<file path="src/rtl/dm_stream_pkg.sv">
// Shared types and defaults for the data-memory block-read stream engine.
package dm_stream_pkg;

    localparam int DEF_ADDR_W = 19;
    localparam int DEF_DATA_W = 24;

    typedef enum logic [1:0] {
        IDLE   = 2'd0,
        RUN    = 2'd1,
        DRAIN  = 2'd2,
        FINISH = 2'd3
    } state_t;

    typedef struct packed {
        logic [DEF_DATA_W-1:0] data;
        logic                  last;
    } entry_t;

endpackage

</file>
<file path="src/rtl/stream_fifo.sv">
// Small synchronous FIFO of {data, last} entries; push and pop in the same
// cycle are both honoured even when full.
module stream_fifo
    import dm_stream_pkg::*;
#(
    parameter int DEPTH = 4
) (
    input  logic                   clk,
    input  logic                   rst,
    input  logic                   push,
    input  logic                   pop,
    input  entry_t                 wr,
    output entry_t                 rd,
    output logic                   full,
    output logic                   empty,
    output logic [$clog2(DEPTH):0] count
);

    localparam int PW = $clog2(DEPTH);
    localparam int CW = PW + 1;

    entry_t          store [DEPTH];
    logic [PW-1:0]   wp;
    logic [PW-1:0]   rp;
    logic            do_push;
    logic            do_pop;

    assign full    = (count == CW'(DEPTH));
    assign empty   = (count == '0);
    assign do_pop  = pop && !empty;
    assign do_push = push && (!full || do_pop);
    assign rd      = store[rp];

    always_ff @(posedge clk or negedge rst) begin
        if (!rst) begin
            wp    <= '0;
            rp    <= '0;
            count <= '0;
            for (int i = 0; i < DEPTH; i++) begin
                store[i] <= '0;
            end
        end else begin
            if (do_push) begin
                store[wp] <= wr;
                wp        <= wp + PW'(1);
            end
            if (do_pop) begin
                rp <= rp + PW'(1);
            end
            case ({do_push, do_pop})
                2'b10:   count <= count + CW'(1);
                2'b01:   count <= count - CW'(1);
                default: count <= count;
            endcase
        end
    end

endmodule

</file>
<file path="src/rtl/data_mem_stream_reader.sv">
// Sequential block reader on the data memory's second read port, delivering
// returned words as a valid/ready stream through a small FIFO.
module data_mem_stream_reader
    import dm_stream_pkg::*;
#(
    parameter int ADDR_W     = DEF_ADDR_W,
    parameter int DATA_W     = DEF_DATA_W,
    parameter int FIFO_DEPTH = 4,
    parameter int READ_LAT   = 1
) (
    input  logic                        clk,
    input  logic                        rst,
    input  logic                        start,
    input  logic [ADDR_W-1:0]           base_addr,
    input  logic [ADDR_W-1:0]           length,
    output logic                        busy,
    output logic                        done,
    output logic [ADDR_W-1:0]           mem_addr,
    input  logic [DATA_W-1:0]           mem_q,
    output logic [DATA_W-1:0]           out_data,
    output logic                        out_valid,
    output logic                        out_last,
    input  logic                        out_ready,
    output state_t                      fsm_state,
    output logic [$clog2(FIFO_DEPTH):0] fill_count
);

    // Stream handshake: a word transfers on a rising edge where out_valid and
    // out_ready are both high; while out_ready is low the head word is held.

    state_t              state;
    state_t              state_nx;
    logic [ADDR_W-1:0]   addr_reg;
    logic [ADDR_W-1:0]   remain;
    logic [READ_LAT-1:0] pipe_v;
    logic [READ_LAT-1:0] pipe_last;
    int                  inflight;
    logic                issue;
    logic                pop;
    logic                pop_last;
    logic                f_full;
    logic                f_empty;
    entry_t              push_e;
    entry_t              head;

    assign fsm_state = state;

    always_comb begin
        inflight = 0;
        for (int i = 0; i < READ_LAT; i++) begin
            inflight += int'(pipe_v[i]);
        end
    end

    // Every outstanding read owns a FIFO slot, so returned words never overflow.
    assign issue = (state == RUN) && (remain != '0) && !f_full &&
                   ((int'(fill_count) + inflight) < FIFO_DEPTH);

    assign out_valid = !f_empty;
    assign pop       = out_valid && out_ready;
    assign pop_last  = pop && head.last;
    assign out_data  = out_valid ? head.data : '0;
    assign out_last  = out_valid && head.last;
    assign push_e    = '{data: mem_q, last: pipe_last[READ_LAT-1]};

    stream_fifo #(
        .DEPTH (FIFO_DEPTH)
    ) u_fifo (
        .clk   (clk),
        .rst   (rst),
        .push  (pipe_v[READ_LAT-1]),
        .pop   (pop),
        .wr    (push_e),
        .rd    (head),
        .full  (f_full),
        .empty (f_empty),
        .count (fill_count)
    );

    always_ff @(posedge clk or negedge rst) begin
        if (!rst) begin
            state     <= IDLE;
            addr_reg  <= '0;
            remain    <= '0;
            mem_addr  <= '0;
            pipe_v    <= '0;
            pipe_last <= '0;
        end else begin
            state     <= state_nx;
            pipe_v    <= READ_LAT'({pipe_v, issue});
            pipe_last <= READ_LAT'({pipe_last, issue && (remain == ADDR_W'(1))});
            if (state == IDLE && start) begin
                addr_reg <= base_addr;
                remain   <= length;
                if (length != '0) begin
                    mem_addr <= base_addr;
                end
            end else if (issue) begin
                addr_reg <= addr_reg + ADDR_W'(1);
                remain   <= remain - ADDR_W'(1);
                // After the final issue the address parks on the last word read.
                if (remain != ADDR_W'(1)) begin
                    mem_addr <= addr_reg + ADDR_W'(1);
                end
            end
        end
    end

    always_comb begin
        state_nx = state;
        busy     = 1'b0;
        done     = 1'b0;
        case (state)
            IDLE: begin
                if (start) begin
                    state_nx = (length != '0) ? RUN : FINISH;
                end
            end
            RUN: begin
                busy = 1'b1;
                if (issue && remain == ADDR_W'(1)) begin
                    state_nx = DRAIN;
                end
            end
            DRAIN: begin
                busy = 1'b1;
                if (pop_last && inflight == 0) begin
                    state_nx = FINISH;
                end
            end
            FINISH: begin
                done     = 1'b1;
                state_nx = IDLE;
            end
            default: state_nx = IDLE;
        endcase
    end

endmodule

</file>
<file path="config.mk">
export PLATFORM = sky130hd
export DESIGN_NAME = data_mem_stream_reader
export DESIGN_NICKNAME = d
export VERILOG_FILES = /design/src/rtl/dm_stream_pkg.sv /design/src/rtl/stream_fifo.sv /design/src/rtl/data_mem_stream_reader.sv
export SDC_FILE = /design/constraint.sdc
export NUM_CORES = 1
export LEC_CHECK = 0
export CAP_MARGIN = 20
export CELL_PAD_IN_SITES_DETAIL_PLACEMENT = 1
export CELL_PAD_IN_SITES_GLOBAL_PLACEMENT = 1
export CORE_AREA = 10 10 150 152
export DETAILED_ROUTE_END_ITERATION = 12
export DIE_AREA = 0 0 160 162
export GPL_TIMING_DRIVEN = 0
export PLACE_DENSITY = 0.88
export SYNTH_ARGS = -nofsm -noshare
export SYNTH_HDL_FRONTEND = slang
export SYNTH_SLANG_ARGS = --single-unit
</file>
<file path="constraint.sdc">
create_clock -name clk -period 6.35 [get_ports clk]
set_input_delay 1.5875 -clock clk [delete_from_list [all_inputs] [get_ports clk]]
set_output_delay 1.5875 -clock clk [all_outputs]
set_load 0.05 [all_outputs]
</file>
# Word level (Yosys, flattened, before mapping)
# Index checks and enable logic that the tools add are counted.
op_classes:
  addsub: 7
  magnitude_cmp: 4
  eq_ne: 12
  muxes: 23
  bitwise: 2
  n_reduce_logical: 26
ops:
  columns: ["op", "count"]
  rows:
  - ["two-way mux 19 bit", 8]
  - ["bitwise mux 100 bit", 1]
  - ["two-way mux 25 bit", 3]
  - ["binary-select mux 25 bit (select 2 bit)", 1]
  - ["demux 25 bit (select 2 bit)", 1]
  - ["nonzero test 19 bit", 2]
  - ["logical NOT 32 bit", 1]
  - ["two-way mux 24 bit", 1]
  - ["adder 19 x 1 -> 19 bit, second input constant", 1]
  - ["equality test 19 x 1 -> 1 bit, second input constant", 1]
  - ["!= test 19 x 1 -> 1 bit, second input constant", 1]
  - ["subtractor 19 x 1 -> 19 bit, second input constant", 1]
  - ["logical AND 1 bit", 12]
  - ["two-way mux 2 bit", 4]
  - ["case mux 2 bit (4 select lines)", 1]
  - ["equality test 2 bit, second input constant", 3]
  - ["greater-or-equal comparator 3 bit, second input constant", 2]
  - ["inverter 2 -> 3 bit", 2]
  - ["case mux 3 bit (2 select lines)", 1]
  - ["AND reduction 3 bit", 2]
  - ["nonzero test 2 bit", 3]
  - ["adder 2 x 1 -> 2 bit, second input constant", 2]
  - ["adder 3 x 1 -> 4 bit", 1]
  - ["equality test 2 x 1 -> 1 bit, second input constant", 2]
  - ["13 further kinds", 17]
word_totals:
  register_bits: 168
  inputBits: 66
  output_inout_bits: 52
  wordCells: 91

# Depth between registers and ports, before layout
depth:
  ltp_word: 8
  ltp_mapped: 10
  mapped_depth_nobuf: 9

# Modules after synthesis
# From an unflattened synthesis, not the netlist that was laid out.
hier_totals:
  cells_unflattened: 688
  hier_area_um2: 8648.3
modules_own_cells:
  columns: ["module", "instances", "cells_per_inst", "area_each_um2", "seq_area_each_um2"]
  rows:
  - ["stream_fifo", 1, 280, 4757.1, 2677.6]
  - ["data_mem_stream_reader", 1, 408, 3891.2, 1526.5]

# Worst setup path before layout
# No wires, ideal clock.
synth_timing:
  path_kind: "reg-to-output"
  start: "register u_fifo.rp[0]"
  end: "output port out_data[10]"
  arrival_time_ns: 2.181
  required_ns: 4.762
  path_slack_ns: 2.581
  path_stages_with_launch: 5
  path_buffers: 2
  path_cell_list: "dfrtp_1 -> clkbuf_1 -> buf_1 -> mux4_2 -> and2_1"
synth_between:
  elab_chain_cells: 5
synth_rtl:
  columns: ["item", "line", "text"]
  rows:
  - ["from (decl)", "stream_fifo.sv:24", "logic [PW-1:0] rp;"]
  - ["from (signal assigned)", "stream_fifo.sv:48", "rp <= rp + PW'(1);"]
  - ["inverter 2 -> 3 bit (implied by the code)", "stream_fifo.sv:32", "assign rd = store[rp];"]
  - ["binary-select mux 25 bit (select 2 bit)", "stream_fifo.sv:32", null]
  - ["two-way mux 25 bit (implied by the code) (2 in a row)", "stream_fifo.sv:32", null]
  - ["two-way mux 24 bit", "data_mem_stream_reader.sv:62", "assign out_data = out_valid ? head.data : '0;"]
  - ["to (decl)", "data_mem_stream_reader.sv:20", "output logic [DATA_W-1:0] out_data,"]
# Every way passes these cells. The select of a mux whose other input is x is not followed.

# Worst setup path in the final report
layout_timing:
  start: "register u_fifo.rp[0]"
  end: "output port out_data[13]"
# The elaborated chain is that of the path after synthesis.

==> results.tsv <==
metric	value	unit
max_slew_margin	38.2	%
hold_violations	0	
finalMaxSlewViolations	0	
syn_nets	782	
period_minus_slack	5150	ps
vias	6447	
hpwl	17.7	mm
ctsResizeCount	0	
pwr_density_cell	601	nW/um^2
drc	0	
ys_ff_latch	168	
drt-wirelength-per-cell	22.4	um
regMostFlops	u_fifo.store	
synth_top_area_cell	dfrtp_1	
synthTopCellsByArea	dfrtp_1 (50%), mux2_2 (15%), mux4_2 (6.6%)	
clk_pin_slew	70	ps
grt_max_degree	115	
leakage	0.00425	uW
cp_max_fo	10	
cts_setup_buffers	0	
maxCapViolCount	0	
grt_usage	19.4	%
cts_tree	yes	
numCtsBuffers	17	
antennaDiodeCount	0	
ir_worst_vdd	283	uV
synth_top_area_share	49.5	%
swShare	44.1	%
start_util	43.7	%
fin_nets	919	
grt_pass1_wl	40.4	mm
timing.hold.ws	505	ps
drt-total-wl	25.1	mm
startpoint_type	register	
antenna_found_initial	0	
min_path_type	register to register	
place.gp.congestion	0.859	
power	6360	uW
power.switching	2800	uW
async_flop_share	100	%
cts_sinks	168	
synth_edf_count	0	
io_pins	118	
cp.buffers_inverters	3	
p_seq_share	31.0	%
die_h	162	um
overflow	0	
tightestPinTransition	927	ps
drtPass1Iterations	4	
cp-end-kind	output pin	
setup_viol	0	
cp_slowest_cell	buf_1	
ant_nets	0	
die_x	160	um
final_common_cell	dfrtp_1	
vias_per_cell	5.78	
clk_latency	430	ps
final_cell_mix	dfrtp_1 (168), clkdlybuf4s50_1 (116), mux2_2 (110)	
io_buffers	117	
status	finished, final reports clean	
syn_area_per_cell	12.1	um^2
grt_pass1_vias	7288	
required	4760	ps
cts-root-buf	clkbuf_16	
core	19400	um^2
crit_type	register to output pin	
syn_inst	701	
max_stage_delay	760	ps
synthFlopType	dfrtp_1	
h-tree-depth	4	
fmax	194	MHz
cts_buffer_depth	2	
rsz0062_at_grt	false	
ctsHoldBuffers	0	
ys_types	59	
area_growth_syn_to_layout	24.8	%
combPwrFrac	53.0	%
pwr-share-clk	16.0	%
skew	11.4	ps
fin_crit_sh	81.0	%
crit_family	buffers and inverters	
fp.dieArea	25900	um^2
yosysWarnings	0	
largest_reg_flops	100	
cp_data_arrival_time	3560	ps
worstPathCellList	clkbuf_1, buf_1, mux4_2, and2_1, clkdlybuf4s50_1	
placementRows	51	
p_int	3560	uW
drtIter0Drc	453	
post_route_cells_drive_above_1_share	23.0	%
synth_area	8490	um^2
seq_area_frac_synth	49.5	%
## through the flow
| step | utilization, % | setup WS [ps] | cell area [um^2] | instances | setup TNS, ps |
|---|---|---|---|---|---|
| 2_1_floorplan | - | 2580 | 8490 | 701 | 0 |
| 3_3_place_gp | 51.5 | -3360 | 9990 | 1083 | -560790 |
| 3_5_place_dp | 51.7 | 1580 | 10000 | 1084 | 0 |
| 4_1_cts | 54.6 | 1070 | 10600 | 1116 | 0 |
| 5_1_grt | 54.6 | 940 | 10600 | 1116 | 0 |
| 6_report | 54.6 | 1200 | 10600 | 1116 | 0 |
## per-layer routing
metal	global-route usage [%]	routed length (um)	part of all wire, %
met5	0	0	0
met4	5.80	482	1.9
met3	4.90	1310	5.2
met2	34.6	13000	52
met1	22.6	10300	41
## area by class of cell
cell class / instances / area, um^2
Clock inverter: 14 / 136
Tap cell: 265 / 332
Fill cell: 2043 / 8810
Inverter: 19 / 71.3
Sequential cell: 168 / 4200
Timing Repair Buffer: 118 / 1200
Multi-Input combinational cell: 476 / 4040
Clock buffer: 18 / 429
Buffer: 38 / 175
## Yosys cell counts, types with 2 or more instances
cell and instances:
o21ai_0 29, buf_1 2, dfrtp_1 168, a311oi_1 2, buf_2 2, a21oi_1 7, or4b_2 2, a211oi_1 2
and3_1 5, a221oi_1 2, nor2_1 28, nand4_1 7, o31ai_1 9, o311a_1 3, mux4_2 25, a21o_1 2
o221a_2 6, or2_2 4, o311ai_0 3, ha_1 14, and2_1 28, inv_1 18, a31oi_1 18, o41ai_1 2
o211ai_1 2, a2111oi_0 3, nor4_1 7, nand3b_1 3, xor2_1 10, or3_1 10, xnor2_1 20, clkbuf_1 30
a31o_2 3, nor2b_1 3, nand3_1 28, nand2_1 44, nor3_1 6, buf_6 4, or4_1 11, mux2_2 110
## worst paths after layout
kind / start / to / slack (ps) / depth (start not counted)
max: u_fifo.rp[0] / out_data[13] / 1200 / 5
min: u_fifo.store[51] / u_fifo.store[51] / 500 / 1
max reg2reg: remain[5] / addr_reg[18] / 3550 / 7
min reg2reg: u_fifo.store[51] / u_fifo.store[51] / 500 / 1
max in group asynchronous: rst / addr_reg[18] / 4360 / 2
min in group asynchronous: rst / u_fifo.store[82] / 1060 / 1
## worst reg2reg max path: stages, from the launching register on
cell     delay [ps]
dfrtp_1         380
buf_6           140
or4_4           500
or3_4           430
o31ai_4         400
inv_2           220
nor2_4          250
mux2_2          360
## logic make-up (layout without fill, tap and decap cells)
kind of cell / after synthesis / after routing / share of synthesized area (%)
XOR/XNOR: 30 / 30 / 3.10
adder cells (fa/ha/maj): 15 / 15 / 2.30
buffers and inverters: 57 / 207 / 2.90
multiplexers: 137 / 137 / 21.5
AO/OA/AOI/OAI: 99 / 99 / 8.24
flip-flops: 168 / 168 / 49.5
AND/OR/NAND/NOR: 195 / 195 / 12.4
## power groups by stage
stage          combinational, uW  clock, uW  sequential (uW)
2_1_floorplan               2140          0             2090
3_3_place_gp                3260          0             1920
3_5_place_dp                3370          0             1970
4_1_cts                     3410       1040             1970
5_1_grt                     3610       1090             2030
6_report                    3370       1020             1970
(Power assumes the default switching activity.)
